[src/rtl/mul2x2_accum.sv]
// Frame accumulator behind the 2x2 multiplier: sums FRAME products,
// then holds the frame sum on a valid/ready output until it is taken.
module mul2x2_accum #(
    parameter int ACC_W    = 12,
    parameter int FRAME    = 16,
    parameter int SATURATE = 1,
    localparam int CW      = $clog2(FRAME + 1)
) (
    input  logic             CLK,
    input  logic             RST,
    input  logic             CLR,
    input  logic             IN_VALID,
    output logic             IN_READY,
    input  logic [3:0]       M,
    output logic             OUT_VALID,
    input  logic             OUT_READY,
    output logic [ACC_W-1:0] ACC,
    output logic [CW-1:0]    COUNT,
    output logic             OVF
);

    typedef enum logic [1:0] {
        S_IDLE,
        S_ACCUM,
        S_HOLD
    } state_t;

    localparam logic [CW-1:0] FRAME_C = CW'(FRAME);

    state_t           state_q, state_d;
    logic [ACC_W-1:0] acc_q, acc_d;
    logic [CW-1:0]    count_q, count_d;
    logic             ovf_q, ovf_d;

    logic             accept;
    logic [ACC_W:0]   sum;
    logic [CW-1:0]    count_inc;

    assign accept    = IN_VALID && (state_q != S_HOLD);
    assign sum       = {1'b0, acc_q} + (ACC_W + 1)'(M);
    assign count_inc = count_q + CW'(1);

    // Next-state: CLR aborts like reset, otherwise step the frame FSM.
    always_comb begin
        state_d = state_q;
        acc_d   = acc_q;
        count_d = count_q;
        ovf_d   = ovf_q;
        if (CLR) begin
            state_d = S_IDLE;
            acc_d   = '0;
            count_d = '0;
            ovf_d   = 1'b0;
        end else begin
            unique case (state_q)
                S_IDLE: begin
                    if (accept) begin
                        acc_d   = ACC_W'(M);
                        count_d = CW'(1);
                        ovf_d   = 1'b0;
                        state_d = (FRAME == 1) ? S_HOLD : S_ACCUM;
                    end
                end
                S_ACCUM: begin
                    if (accept) begin
                        count_d = count_inc;
                        if (sum[ACC_W]) begin
                            ovf_d = 1'b1;
                            acc_d = (SATURATE != 0) ? '1 : sum[ACC_W-1:0];
                        end else begin
                            acc_d = sum[ACC_W-1:0];
                        end
                        if (count_inc == FRAME_C) begin
                            state_d = S_HOLD;
                        end
                    end
                end
                S_HOLD: begin
                    if (OUT_READY) begin
                        state_d = S_IDLE;
                        acc_d   = '0;
                        count_d = '0;
                        ovf_d   = 1'b0;
                    end
                end
                default: begin
                    state_d = S_IDLE;
                    acc_d   = '0;
                    count_d = '0;
                    ovf_d   = 1'b0;
                end
            endcase
        end
    end

    // State and datapath registers with synchronous reset.
    always_ff @(posedge CLK) begin
        if (RST) begin
            state_q <= S_IDLE;
            acc_q   <= '0;
            count_q <= '0;
            ovf_q   <= 1'b0;
        end else begin
            state_q <= state_d;
            acc_q   <= acc_d;
            count_q <= count_d;
            ovf_q   <= ovf_d;
        end
    end

    assign IN_READY  = (state_q != S_HOLD);
    assign OUT_VALID = (state_q == S_HOLD);
    assign ACC       = acc_q;
    assign COUNT     = count_q;
    assign OVF       = ovf_q;

endmodule
[config.mk]
export PLATFORM = sky130hd
export DESIGN_NAME = mul2x2_accum
export DESIGN_NICKNAME = d
export VERILOG_FILES = /design/src/rtl/mul2x2_accum.sv
export SDC_FILE = /design/constraint.sdc
export NUM_CORES = 1
export LEC_CHECK = 0
export CAP_MARGIN = 40
export CORE_MARGIN = 2
export CORE_UTILIZATION = 49
export DETAILED_ROUTE_END_ITERATION = 10
export GPL_TIMING_DRIVEN = 0
export PLACE_DENSITY = 0.91
export SETUP_SLACK_MARGIN = 0.05
export SLEW_MARGIN = 25
export SYNTH_ARGS = -nofsm -noshare
export SYNTH_HDL_FRONTEND = slang
export SYNTH_SLANG_ARGS = --single-unit
[constraint.sdc]
create_clock -name CLK -period 2.9 [get_ports CLK]
set_input_delay 0.58 -clock CLK [delete_from_list [all_inputs] [get_ports CLK]]
set_output_delay 0.58 -clock CLK [all_outputs]
set_load 0.1 [all_outputs]
==> metrics, run 1 <==
clock skew between 0.008 and 0.009 ns; syn_nets 165; drt wl/cell between 15 and 20 um; Post-synth EDFFs 0; CTS Buf Count 3; CP Capture Type register; Final Instance Area between 1500 and 2000 sq um; first-pass GRT wire length ~5900 um; final wirelength 3680 um; Fillers 138; Area Growth Syn to Fin 53.1%; maximum vdd drop roughly 0.00022 V; DR vias 1,355; H-tree Lvls 1; ANT nets after route 0; Slew @ Worst Pin a little over 0.5 ns; sequential element share of the synthesized area 0.333; post-place setup slack -0.0901 ns; ys async rst share 0; vias in the first global route about 1.3k; Die Y roughly 54 um; Static Leak roughly 0.78 nW; clock root buffer clkbuf_4; Max clock buf depth 2; row count 17; Max stage delay on crit path 0.44 ns; status completed; Critical Path AT 2.92 ns; Tot Pwr 0.516 mW; commonest non-fill, non-tap cell in the layout clkdlybuf4s50_1; crit-path leading delay family compound AO/OA/AOI/OAI gates; Num Clock Sinks 20; Startpoint Class input port; worst min path class register to register; Max Fclk ~370 MHz; DIE AREA approximately 2900 sq um; RSZ-0062 raised after global routing false; Gate Count Post-Synth between 100 and 150; largest net degree at the start of global routing 11; Hold Violations, Final 0; share of cells above drive strength 1 0.165; area occupied by multi-input gates 762 sq um; Area contributors post-synth dfxtp_1 (33%), ha_1 (6.2%), o21ai_0 (6.2%); Starting Density 0.528; CTS resizes 0; post-synth top area share 0.333; cts hold-fix bufs 0; Max-Cap Viols 0; min Tclk post-route roughly 2.7 ns; final setup margin ~0.21 ns; drt drc 0; HPWL Detailed roughly 2700 um; syn_area_per_cell between 8 and 9 sq um; area post-placement roughly 1800 sq um; GRT Util Overall 0.291; core area between 2000 and 2500 sq um; initial antenna violation count 0; DR vias/cell around 5.9; Final setup violation count 0; total gr overflow 0; most frequent cells in the layout clkdlybuf4s50_1 (28), dfxtp_1 (20), buf_8 (20), nor2_1 (16), o21ai_0 (15); synth unique cells 39; fin nets between 200 and 250; antenna cells 0; slowest CP cell clkdlybuf4s50_1; Power Density about 280 nW/um^2; CP cell instances clkdlybuf4s50_1 > ha_1 > fa_1 > a21o_1 > o21a_1 > nand2_1 > o21ai_0 > a22o_1; Setup Total Neg Slack 0 ns; Relative slew margins 0.655; Worst Path Buf+Inv 1; CP max FO 9; Yosys top cell by area dfxtp_1; setup bufs post-CTS 0; Reg area roughly 400 sq um; Worst-path clk slew ~0.12 ns; Clock Latency Late Sink 0.32 ns; Post-Synthesis Cell Area 1200 sq um; ys flop type dfxtp_1; max-slew violation count 0; Pre-Repair DR Iteration Count 4; Port Buffer Count 28; Seq cells post-synth 20; Final period util 0.929; GPL Wtd Cong approximately 0.84; synth warn 0; worst setup path class input port to register; TritonCTS clock tree done; Die X-Extent 53.5 um; num ports 29; Req. time, crit path roughly 3.1 ns; DRT iter0 DRCs between 50 and 60
## flip-flops by register name (all words and copies together) (netlist names)
signal and cells:
OVF 1, COUNT 5, ACC 12, state_q 2
## cell usage after synthesis, drive strengths merged (4+ instances only)
library cell	count
o21ai	16
nand3	7
ha	6
nor2	16
dfxtp	20
a21o	7
a21oi	13
xnor2	4
nand2	13
## worst paths after layout
path,endpoint,slack (ns),start,cells after the start
worst max-delay path,ACC[11]$_SDFFE_PP0P_,0.21,M[0],8
worst min-delay path,ACC[3]$_SDFFE_PP0P_,0.50,ACC[3]$_SDFFE_PP0P_,2
worst max register to register,ACC[11]$_SDFFE_PP0P_,0.61,ACC[0]$_SDFFE_PP0P_,7
worst min register to register,ACC[3]$_SDFFE_PP0P_,0.50,ACC[3]$_SDFFE_PP0P_,2
## per-stage QoR
stage,util,hold slack [ns],cells
2_1_floorplan,-,0.543,149
3_3_place_gp,0.667,0.464,205
3_5_place_dp,0.799,0.479,225
4_1_cts,0.809,0.495,228
5_1_grt,0.809,0.533,228
6_report,0.809,0.500,228
## final cells by class
type                    instances  share of cell area
multi-input cells             120               0.414
plain buffers                   6              0.0156
well taps                      28              0.0190
flip-flops and latches         20               0.218
clock buffers                   3              0.0122
repair buffers                 48               0.315
inverters                       3             0.00612
## per-layer routing
layer  GRT usage  vias up  wire length [um]  share of wire
met5           0        -                 0              0
met3      0.0389        9               190          0.052
met1       0.324      655              1430           0.39
met2       0.523       48              1950           0.53
li1            -      643                 -              -
met4       0.179        0               108          0.029
## where the power goes
| group | internal [mW] | switching [mW] | total, mW | leakage, nW |
|---|---|---|---|---|
| logic | 0.0391 | 0.0568 | 0.0959 | 0.601 |
| clock network | 0.0487 | 0.0897 | 0.138 | 0.0138 |
| registers | 0.278 | 0.00378 | 0.282 | 0.162 |
| total | 0.366 | 0.150 | 0.516 | 0.776 |
## cell families after synthesis
group                      after synthesis  synth area share
AOI/OAI and AO/OA                       55             0.297
and+or+nand+nor                         53             0.222
DFF                                     20             0.333
buffers and inverters                    9            0.0333
adders and majority gates                7            0.0791
xor gates and xnor gates                 5            0.0364
## tightest hold or removal path, stage by stage (launching register included)
cell and delay [ns]:
dfxtp_1 0.35, nand2_1 0.07, a21oi_1 0.05
(Power assumes the default switching activity.)
==> run 2: changes to the inputs <==
--- a/config.mk
+++ b/config.mk
@@ -8,6 +8,7 @@
 export CAP_MARGIN = 40
 export CORE_MARGIN = 2
 export CORE_UTILIZATION = 49
+export CTS_CLUSTER_SIZE = 8
 export DETAILED_ROUTE_END_ITERATION = 10
 export GPL_TIMING_DRIVEN = 0
 export PLACE_DENSITY = 0.91
==> results of run 2 <==
Same layout as run 1: the final DEF is identical, and so are final timing and power.
==> run 3: changes to the inputs <==
--- a/config.mk
+++ b/config.mk
@@ -11,6 +11,7 @@
 export CTS_CLUSTER_SIZE = 8
 export DETAILED_ROUTE_END_ITERATION = 10
 export GPL_TIMING_DRIVEN = 0
+export HOLD_SLACK_MARGIN = 0.03
 export PLACE_DENSITY = 0.91
 export SETUP_SLACK_MARGIN = 0.05
 export SLEW_MARGIN = 25
==> results of run 3 <==
Same layout as run 1: the final DEF is identical, and so are final timing and power.
